==> config.mk <==
export PLATFORM = sky130hd
export DESIGN_NAME = retire_unit_flat
export DESIGN_NICKNAME = d
export VERILOG_FILES = /design/src/rtl/core_types_pkg.sv /design/src/rtl/retire_unit_if.sv /design/src/rtl/wrap_counter.sv /design/src/rtl/retire_unit.sv /design/src/flat_wrapper.sv
export SDC_FILE = /design/constraint.sdc
export NUM_CORES = 1
export LEC_CHECK = 0
export ABC_AREA = 0
export BUFFER_PORTS_ARGS = -buffer_cell sky130_fd_sc_hd__buf_2
export CAP_MARGIN = 10
export CELL_PAD_IN_SITES_DETAIL_PLACEMENT = 0
export CELL_PAD_IN_SITES_GLOBAL_PLACEMENT = 2
export CORE_AREA = 2 2 222 224
export DETAILED_ROUTE_END_ITERATION = 10
export DIE_AREA = 0 0 224 226
export HOLD_SLACK_MARGIN = 0.12
export PLACE_DENSITY = 0.55
export SLEW_MARGIN = 30
export SYNTH_ARGS = -nofsm -noshare
export SYNTH_HDL_FRONTEND = slang
export SYNTH_SLANG_ARGS = --single-unit
==> constraint.sdc <==
create_clock -name clk -period 3.64 [get_ports clk]
set_clock_uncertainty 0.2 [all_clocks]
set_input_delay 0.364 -clock clk [delete_from_list [all_inputs] [get_ports clk]]
set_output_delay 0.364 -clock clk [all_outputs]
set_load 0.05 [all_outputs]
==> src/rtl/core_types_pkg.sv <==
// -----------------------------------------------------------------------------
// core_types_pkg
// Shared sizing constants, derived pointer widths and the retirement FSM
// state type used across the out-of-order core's retirement slice.
// No ports (package).
// -----------------------------------------------------------------------------
package core_types_pkg;

    localparam int ACTIVE_SIZE = 32;
    localparam int PHYS_REGS   = 64;
    localparam int FREE_SIZE   = 32;
    localparam int BRANCH_SIZE = 8;
    localparam int LQ_SIZE     = 8;
    localparam int SQ_SIZE     = 8;

    localparam int AW = $clog2(ACTIVE_SIZE);
    localparam int PW = $clog2(PHYS_REGS);
    localparam int FW = $clog2(FREE_SIZE);
    localparam int BW = $clog2(BRANCH_SIZE);
    localparam int LW = $clog2(LQ_SIZE);
    localparam int SW = $clog2(SQ_SIZE);

    typedef enum logic [0:0] {
        RUN        = 1'b0,
        STORE_WAIT = 1'b1
    } retire_state_t;

endpackage : core_types_pkg

==> src/rtl/retire_unit_if.sv <==
// -----------------------------------------------------------------------------
// retire_unit_if
// Bundles the active-list status read by the retirement engine, the D-cache
// store req/ack handshake and the commit pulses/pointers handed back to the
// state-update stage.
//   master : state-update stage / D-cache side (drives list status and ack)
//   slave  : retire_unit (drives commit outputs and store request)
// -----------------------------------------------------------------------------
interface retire_unit_if;
    import core_types_pkg::*;

    // active-list status
    logic [AW-1:0]                   youngest_ptr;
    logic                            youngest_wrap;
    logic [ACTIVE_SIZE-1:0]          ready_to_commit;
    logic [ACTIVE_SIZE-1:0]          is_load;
    logic [ACTIVE_SIZE-1:0]          is_store;
    logic [ACTIVE_SIZE-1:0]          is_branch;
    logic [ACTIVE_SIZE-1:0]          uses_rw;
    logic [ACTIVE_SIZE-1:0][4:0]     rw_addr;
    logic [ACTIVE_SIZE-1:0][PW-1:0]  reclaim_list;
    logic                            branch_miss;

    // store release handshake
    logic                            store_commit_req;
    logic                            store_commit_ack;

    // commit outputs
    logic                            commit_valid;
    logic [AW-1:0]                   commit_id;
    logic                            arch_we;
    logic [4:0]                      arch_addr;
    logic                            reclaim_valid;
    logic [PW-1:0]                   reclaim_preg;
    logic                            branch_done;
    logic                            load_done;
    logic                            store_done;
    logic [AW-1:0]                   oldest_ptr;
    logic [FW-1:0]                   free_tail_ptr;
    logic [BW-1:0]                   branch_read_ptr;
    logic [LW-1:0]                   load_commit_ptr;
    logic [SW-1:0]                   store_commit_ptr;
    logic                            active_empty;

    modport master (
        output youngest_ptr, youngest_wrap, ready_to_commit, is_load, is_store,
               is_branch, uses_rw, rw_addr, reclaim_list, branch_miss,
               store_commit_ack,
        input  store_commit_req, commit_valid, commit_id, arch_we, arch_addr,
               reclaim_valid, reclaim_preg, branch_done, load_done, store_done,
               oldest_ptr, free_tail_ptr, branch_read_ptr, load_commit_ptr,
               store_commit_ptr, active_empty
    );

    modport slave (
        input  youngest_ptr, youngest_wrap, ready_to_commit, is_load, is_store,
               is_branch, uses_rw, rw_addr, reclaim_list, branch_miss,
               store_commit_ack,
        output store_commit_req, commit_valid, commit_id, arch_we, arch_addr,
               reclaim_valid, reclaim_preg, branch_done, load_done, store_done,
               oldest_ptr, free_tail_ptr, branch_read_ptr, load_commit_ptr,
               store_commit_ptr, active_empty
    );

endinterface : retire_unit_if

==> src/rtl/wrap_counter.sv <==
// -----------------------------------------------------------------------------
// wrap_counter
// Modulo-2^WIDTH pointer with a wrap bit that toggles every time the pointer
// rolls over from its maximum value back to 0.
//   clk, rst_n : clock, async active-low reset (clears value and wrap)
//   inc        : advance by one this edge
//   value      : current pointer
//   wrap       : toggles on each rollover
// -----------------------------------------------------------------------------
module wrap_counter #(
    parameter int WIDTH = 5
) (
    input  logic             clk,
    input  logic             rst_n,
    input  logic             inc,
    output logic [WIDTH-1:0] value,
    output logic             wrap
);

    // wrap bit is the carry out of the pointer, so one adder covers both
    logic [WIDTH:0] cnt_r;

    // pointer + wrap register, advances on inc
    always_ff @(posedge clk or negedge rst_n) begin
        if (!rst_n) begin
            cnt_r <= {(WIDTH+1){1'b0}};
        end else if (inc) begin
            cnt_r <= cnt_r + {{WIDTH{1'b0}}, 1'b1};
        end else begin
            cnt_r <= cnt_r;
        end
    end

    assign value = cnt_r[WIDTH-1:0];
    assign wrap  = cnt_r[WIDTH];

endmodule : wrap_counter

==> src/rtl/retire_unit.sv <==
// -----------------------------------------------------------------------------
// retire_unit
// In-order retirement engine. Retires at most one instruction per cycle from
// the oldest active-list entry. Non-store instructions retire in the cycle
// they become ready at the head; stores first move the FSM to STORE_WAIT and
// hold store_commit_req until the D-cache acks, retiring in the ack cycle.
//   clk, rst_n : clock, async active-low reset
//   bus        : retire_unit_if.slave (list status in, commit outputs out)
// -----------------------------------------------------------------------------
module retire_unit
    import core_types_pkg::*;
(
    input  logic          clk,
    input  logic          rst_n,
    retire_unit_if.slave  bus
);

    retire_state_t  state_r;
    logic           req_r;

    logic [AW-1:0]  oldest_s;
    logic           oldest_wrap_s;
    logic [FW-1:0]  free_tail_s;
    logic [BW-1:0]  branch_ptr_s;
    logic [LW-1:0]  load_ptr_s;
    logic [SW-1:0]  store_ptr_s;
    logic [3:0]     unused_wrap_s;

    logic           active_empty_s;
    logic           head_ok_s;
    logic           retire_s;
    logic           to_store_wait_s;
    logic           arch_we_s;
    logic           branch_done_s;
    logic           load_done_s;
    logic           store_done_s;
    logic [4:0]     arch_addr_s;
    logic [PW-1:0]  reclaim_preg_s;

    // head-of-list status and retire decision
    always_comb begin
        active_empty_s  = (oldest_s == bus.youngest_ptr) &&
                          (oldest_wrap_s == bus.youngest_wrap);
        head_ok_s       = !active_empty_s && bus.ready_to_commit[oldest_s] &&
                          !bus.branch_miss;
        retire_s        = 1'b0;
        to_store_wait_s = 1'b0;
        case (state_r)
            RUN: begin
                if (head_ok_s) begin
                    if (bus.is_store[oldest_s]) begin
                        to_store_wait_s = 1'b1;
                    end else begin
                        retire_s = 1'b1;
                    end
                end else begin
                    retire_s        = 1'b0;
                    to_store_wait_s = 1'b0;
                end
            end
            // the pending store is older than any branch under recovery,
            // so branch_miss does not hold it back
            STORE_WAIT: retire_s = bus.store_commit_ack;
            default:    retire_s = 1'b0;
        endcase
    end

    // per-retirement commit fields, all zero when nothing retires
    always_comb begin
        arch_we_s      = 1'b0;
        arch_addr_s    = 5'd0;
        reclaim_preg_s = {PW{1'b0}};
        branch_done_s  = 1'b0;
        load_done_s    = 1'b0;
        store_done_s   = 1'b0;
        if (retire_s) begin
            arch_we_s      = bus.uses_rw[oldest_s];
            arch_addr_s    = bus.rw_addr[oldest_s];
            reclaim_preg_s = bus.reclaim_list[oldest_s];
            if (bus.is_store[oldest_s]) begin
                store_done_s = 1'b1;
            end else if (bus.is_load[oldest_s]) begin
                load_done_s = 1'b1;
            end else if (bus.is_branch[oldest_s]) begin
                branch_done_s = 1'b1;
            end else begin
                store_done_s = 1'b0;
            end
        end else begin
            arch_we_s = 1'b0;
        end
    end

    // RUN/STORE_WAIT FSM with registered store request
    always_ff @(posedge clk or negedge rst_n) begin
        if (!rst_n) begin
            state_r <= RUN;
            req_r   <= 1'b0;
        end else begin
            case (state_r)
                RUN: begin
                    if (to_store_wait_s) begin
                        state_r <= STORE_WAIT;
                        req_r   <= 1'b1;
                    end else begin
                        state_r <= RUN;
                        req_r   <= 1'b0;
                    end
                end
                STORE_WAIT: begin
                    if (bus.store_commit_ack) begin
                        state_r <= RUN;
                        req_r   <= 1'b0;
                    end else begin
                        state_r <= STORE_WAIT;
                        req_r   <= 1'b1;
                    end
                end
                default: begin
                    state_r <= RUN;
                    req_r   <= 1'b0;
                end
            endcase
        end
    end

    wrap_counter #(.WIDTH(AW)) u_oldest (
        .clk(clk), .rst_n(rst_n), .inc(retire_s),
        .value(oldest_s), .wrap(oldest_wrap_s)
    );
    wrap_counter #(.WIDTH(FW)) u_free_tail (
        .clk(clk), .rst_n(rst_n), .inc(arch_we_s),
        .value(free_tail_s), .wrap(unused_wrap_s[0])
    );
    wrap_counter #(.WIDTH(BW)) u_branch (
        .clk(clk), .rst_n(rst_n), .inc(branch_done_s),
        .value(branch_ptr_s), .wrap(unused_wrap_s[1])
    );
    wrap_counter #(.WIDTH(LW)) u_load (
        .clk(clk), .rst_n(rst_n), .inc(load_done_s),
        .value(load_ptr_s), .wrap(unused_wrap_s[2])
    );
    wrap_counter #(.WIDTH(SW)) u_store (
        .clk(clk), .rst_n(rst_n), .inc(store_done_s),
        .value(store_ptr_s), .wrap(unused_wrap_s[3])
    );

    assign bus.store_commit_req = req_r;
    assign bus.commit_valid     = retire_s;
    assign bus.commit_id        = oldest_s;
    assign bus.arch_we          = arch_we_s;
    assign bus.arch_addr        = arch_addr_s;
    assign bus.reclaim_valid    = arch_we_s;
    assign bus.reclaim_preg     = reclaim_preg_s;
    assign bus.branch_done      = branch_done_s;
    assign bus.load_done        = load_done_s;
    assign bus.store_done       = store_done_s;
    assign bus.oldest_ptr       = oldest_s;
    assign bus.free_tail_ptr    = free_tail_s;
    assign bus.branch_read_ptr  = branch_ptr_s;
    assign bus.load_commit_ptr  = load_ptr_s;
    assign bus.store_commit_ptr = store_ptr_s;
    assign bus.active_empty     = active_empty_s;

endmodule : retire_unit

==> src/flat_wrapper.sv <==
// flat-port wrapper written by rule: the top's interface ports become plain ports
module retire_unit_flat import core_types_pkg::*;
  (clk, rst_n, bus_youngest_ptr, bus_youngest_wrap, bus_ready_to_commit, bus_is_load, bus_is_store, bus_is_branch, bus_uses_rw, bus_rw_addr, bus_reclaim_list, bus_branch_miss, bus_store_commit_ack, bus_store_commit_req, bus_commit_valid, bus_commit_id, bus_arch_we, bus_arch_addr, bus_reclaim_valid, bus_reclaim_preg, bus_branch_done, bus_load_done, bus_store_done, bus_oldest_ptr, bus_free_tail_ptr, bus_branch_read_ptr, bus_load_commit_ptr, bus_store_commit_ptr, bus_active_empty);
  retire_unit_if bus_i ();
  input  logic clk;
  input  logic rst_n;
  input wire logic [$bits(bus_i.youngest_ptr)-1:0] bus_youngest_ptr;
  input wire logic [$bits(bus_i.youngest_wrap)-1:0] bus_youngest_wrap;
  input wire logic [$bits(bus_i.ready_to_commit)-1:0] bus_ready_to_commit;
  input wire logic [$bits(bus_i.is_load)-1:0] bus_is_load;
  input wire logic [$bits(bus_i.is_store)-1:0] bus_is_store;
  input wire logic [$bits(bus_i.is_branch)-1:0] bus_is_branch;
  input wire logic [$bits(bus_i.uses_rw)-1:0] bus_uses_rw;
  input wire logic [$bits(bus_i.rw_addr)-1:0] bus_rw_addr;
  input wire logic [$bits(bus_i.reclaim_list)-1:0] bus_reclaim_list;
  input wire logic [$bits(bus_i.branch_miss)-1:0] bus_branch_miss;
  input wire logic [$bits(bus_i.store_commit_ack)-1:0] bus_store_commit_ack;
  output wire logic [$bits(bus_i.store_commit_req)-1:0] bus_store_commit_req;
  output wire logic [$bits(bus_i.commit_valid)-1:0] bus_commit_valid;
  output wire logic [$bits(bus_i.commit_id)-1:0] bus_commit_id;
  output wire logic [$bits(bus_i.arch_we)-1:0] bus_arch_we;
  output wire logic [$bits(bus_i.arch_addr)-1:0] bus_arch_addr;
  output wire logic [$bits(bus_i.reclaim_valid)-1:0] bus_reclaim_valid;
  output wire logic [$bits(bus_i.reclaim_preg)-1:0] bus_reclaim_preg;
  output wire logic [$bits(bus_i.branch_done)-1:0] bus_branch_done;
  output wire logic [$bits(bus_i.load_done)-1:0] bus_load_done;
  output wire logic [$bits(bus_i.store_done)-1:0] bus_store_done;
  output wire logic [$bits(bus_i.oldest_ptr)-1:0] bus_oldest_ptr;
  output wire logic [$bits(bus_i.free_tail_ptr)-1:0] bus_free_tail_ptr;
  output wire logic [$bits(bus_i.branch_read_ptr)-1:0] bus_branch_read_ptr;
  output wire logic [$bits(bus_i.load_commit_ptr)-1:0] bus_load_commit_ptr;
  output wire logic [$bits(bus_i.store_commit_ptr)-1:0] bus_store_commit_ptr;
  output wire logic [$bits(bus_i.active_empty)-1:0] bus_active_empty;
  assign bus_i.youngest_ptr = bus_youngest_ptr;
  assign bus_i.youngest_wrap = bus_youngest_wrap;
  assign bus_i.ready_to_commit = bus_ready_to_commit;
  assign bus_i.is_load = bus_is_load;
  assign bus_i.is_store = bus_is_store;
  assign bus_i.is_branch = bus_is_branch;
  assign bus_i.uses_rw = bus_uses_rw;
  assign bus_i.rw_addr = bus_rw_addr;
  assign bus_i.reclaim_list = bus_reclaim_list;
  assign bus_i.branch_miss = bus_branch_miss;
  assign bus_i.store_commit_ack = bus_store_commit_ack;
  assign bus_store_commit_req = bus_i.store_commit_req;
  assign bus_commit_valid = bus_i.commit_valid;
  assign bus_commit_id = bus_i.commit_id;
  assign bus_arch_we = bus_i.arch_we;
  assign bus_arch_addr = bus_i.arch_addr;
  assign bus_reclaim_valid = bus_i.reclaim_valid;
  assign bus_reclaim_preg = bus_i.reclaim_preg;
  assign bus_branch_done = bus_i.branch_done;
  assign bus_load_done = bus_i.load_done;
  assign bus_store_done = bus_i.store_done;
  assign bus_oldest_ptr = bus_i.oldest_ptr;
  assign bus_free_tail_ptr = bus_i.free_tail_ptr;
  assign bus_branch_read_ptr = bus_i.branch_read_ptr;
  assign bus_load_commit_ptr = bus_i.load_commit_ptr;
  assign bus_store_commit_ptr = bus_i.store_commit_ptr;
  assign bus_active_empty = bus_i.active_empty;
  retire_unit u_core (.clk(clk), .rst_n(rst_n), .bus(bus_i));
endmodule
==> reports/qor.csv <==
metric,value,unit
path_clk_slew,0.06,ns
critical_path.startpoint_type,flop,
maxCapViolations,0,
synth.cell_area,5340,um2
synthTopCellsByArea,"sky130_fd_sc_hd__mux4_2 60%, sky130_fd_sc_hd__dfrtp_1 9.8%, sky130_fd_sc_hd__mux2i_1 3.0%",
design.die.area,50600,um2
numPortBuffers,564,
worstSkewPairLatency,0.26,ns
r2r_slack,0.52,ns
hold_viol,0,
largest_stage_delay_worst_path,0.49,ns
route.detailed.wl_per_inst,22.7,um
worstHoldPathType,in -> reg,
fp-row-count,81,
share_of_synthesized_flip_flops_with_an_asynchronous_set_or_reset,100,%
layout-drive-gt1-share,82.3,%
crit_type,reg -> out,
report.final.setup_viol,0,
cts_inserted_buffers,3,
critical_path_fanouts_max,14,
tritoncts,built,
global_route_wire_length_before_repair,48.6,mm
final_period_utilization,97.1,%
finish.cell_count_without_fillers,1560,
worst_path_max_delay_cell,sky130_fd_sc_hd__dfrtp_4,
grt.total_usage,13.3,%
root_buffer,sky130_fd_sc_hd__clkbuf_16,
postSynthCellCount,387,
routed_via_density,4.04,
synthToLayoutAreaGrowth,70.7,%
power_density,763,nW/um2
grt_antenna_before_repair,9,
tightestPinTransition,0.522,ns
design.portCount,565,
max-slew-margin-rel,65.2,%
nNetsFinal,1466,
post_route_ant_nets,0,
core_region_area,48300,um2
max_clock_freq,0.283,GHz
required,3.08,ns
setup_ws,0.105,ns
synth-edff-count,0,
antenna_cells_inserted,0,
synth_most_common_cell,sky130_fd_sc_hd__mux4_2,
dpl.hpwl,31.7,mm
cts-root-to-sink-buffers,2,
syn_area_per_cell,13.8,um2
drcViolationCount,0,
yosys_register_bits,21,
postSynthNetCount,914,
yosysTopAreaCellShare,60.3,%
totalPowerFinal,6.96,mW
fin_crit,3.54,ns
overflow,0,
yosysWarningCount,0,
clkSinkCount,21,
first_global_vias,6992,
yosys.area.top_type,sky130_fd_sc_hd__mux4_2,
detail_route.first_pass.iterations,4,
cells_traversed_along_the_worst_timing_path,buf_12 > buf_4 > mux4_2 > mux2i_1 > o211ai_1 > o211ai_2 > or2_1 > buf_12 > a21oi_1 > buf_4 > buf_2,
ys_top_cells_by_count,"143 x sky130_fd_sc_hd__mux4_2, 27 x sky130_fd_sc_hd__nand2_1, 21 x sky130_fd_sc_hd__dfrtp_1",
vdd.ir_drop.worst,0.000275,V
detailroute.via_count,6307,
synth_cell_type_count,53,
die-width,224,um
drt-initial-drc-count,253,
postRouteWirelength,35.5,mm
rsz0062_at_grt,false,
grt_max_degree,67,
die_h,226,um
worstPathArrival,2.97,ns
fin_hold_ws,0.202,ns
routabilityCongestion,0.813,
initial_core_util,11.0,%
cts_max_level,1,
place_worst_setup_slack,0.236,ns
seq_area_frac_synth,9.84,%
run_status,"finished, final reports clean",
finalMaxSlewViolations,0,
dpl.cell_count,1549,
total_leakage_power,4.20,nW
critPathCaptureType,output port,
synth_flop_cell,sky130_fd_sc_hd__dfrtp_1,
## repair_timing
item,CTS,global route
hold endpoints to repair,21,0
buffers inserted,1,5
hold buffers,1,0
setup endpoints to repair,1,4
gates resized for setup,0,0
## path summary, 6_finish.rpt
check,to,depth (start not counted),start
max,bus_reclaim_preg[0],11,u_core.u_oldest.cnt_r[1]$_DFFE_PN0P_
min,u_core.u_store.cnt_r[2]$_DFFE_PN0P_,3,bus_store_commit_ack
max reg2reg,u_core.u_branch.cnt_r[1]$_DFFE_PN0P_,6,u_core.u_oldest.cnt_r[2]$_DFFE_PN0P_
min reg2reg,u_core.u_free_tail.cnt_r[4]$_DFFE_PN0P_,1,u_core.u_free_tail.cnt_r[4]$_DFFE_PN0P_
max in group asynchronous,u_core.u_oldest.cnt_r[1]$_DFFE_PN0P_,2,rst_n
min in group asynchronous,u_core.u_load.cnt_r[0]$_DFFE_PN0P_,2,rst_n
## cell families after synthesis
| kind of cell | Yosys count | share of synthesized area (%) |
|---|---|---|
| xor gates and xnor gates | 21 | 3.44 |
| buffers and inverters | 59 | 6.23 |
| DFF | 21 | 9.84 |
| muxes | 173 | 66.4 |
| and+or+nand+nor | 74 | 7.64 |
| adders and majority gates | 5 | 1.17 |
| AOI/OAI and AO/OA | 34 | 5.29 |
## power breakdown
part           internal, mW  switching, mW
clock                 0.148         0.0898
combinational          2.84           3.35
sequential            0.352          0.171
## worst max-delay path: cells and delay by family, from the launching register on
family	cells	cell delay, ns
multiplexers	2	0.48
AO/OA/AOI/OAI	3	0.63
flip-flops	1	0.49
buffers and inverters	5	0.82
AND/OR/NAND/NOR	1	0.27
## cell type report
class                           count  area, um2
Fill cell                        5423      39200
Sequential cell                    21        537
Clock inverter                      1       5.00
Tap cell                          622        778
Clock buffer                        3       75.1
Inverter                            6       22.5
Timing Repair Buffer              600       3220
Multi-Input combinational cell    307       4480
## sequential cells by signal (all words and copies together) (netlist names)
register and flops:
u_core.u_store.cnt_r 3, u_core.u_free_tail.cnt_r 5, u_core.u_load.cnt_r 3, u_core.u_branch.cnt_r 3
u_core.u_oldest.cnt_r 6, u_core.state_r 1
## layer usage
layer / track usage, % / vias to the layer above / wire, um
met2: 27.7 / 365 / 19900
met4: 1.38 / 8 / 325
li1: - / 2786 / -
met3: 2.34 / 28 / 2510
met1: 14.0 / 3120 / 12600
met5: 0 / - / 57
## cell usage in the layout, fill, tap and decap left out, types with 4 or more instances in the layout
cell type and count:
sky130_fd_sc_hd__dfrtp_1 18, sky130_fd_sc_hd__inv_1 4, sky130_fd_sc_hd__nand2_1 27, sky130_fd_sc_hd__mux2_2 9, sky130_fd_sc_hd__buf_4 25, sky130_fd_sc_hd__mux2i_1 16
sky130_fd_sc_hd__nand3_1 8, sky130_fd_sc_hd__a21oi_1 11, sky130_fd_sc_hd__nor3_1 7, sky130_fd_sc_hd__xnor2_1 9, sky130_fd_sc_hd__mux4_2 143, sky130_fd_sc_hd__nand4_1 5
sky130_fd_sc_hd__nor2_1 7, sky130_fd_sc_hd__ha_1 5, sky130_fd_sc_hd__xor2_1 12, sky130_fd_sc_hd__buf_2 563, sky130_fd_sc_hd__buf_12 9
## metrics by stage
step,instance area (um2),setup TNS (ns),utilization (%)
3_3_place_gp,8960,0,18.5
4_1_cts,9070,0,18.8
5_1_grt,9120,0,18.9
2_1_floorplan,5340,-2.98,-
6_report,9120,0,18.9
3_5_place_dp,8960,0,18.5
Power figures use the tool's default switching activity.
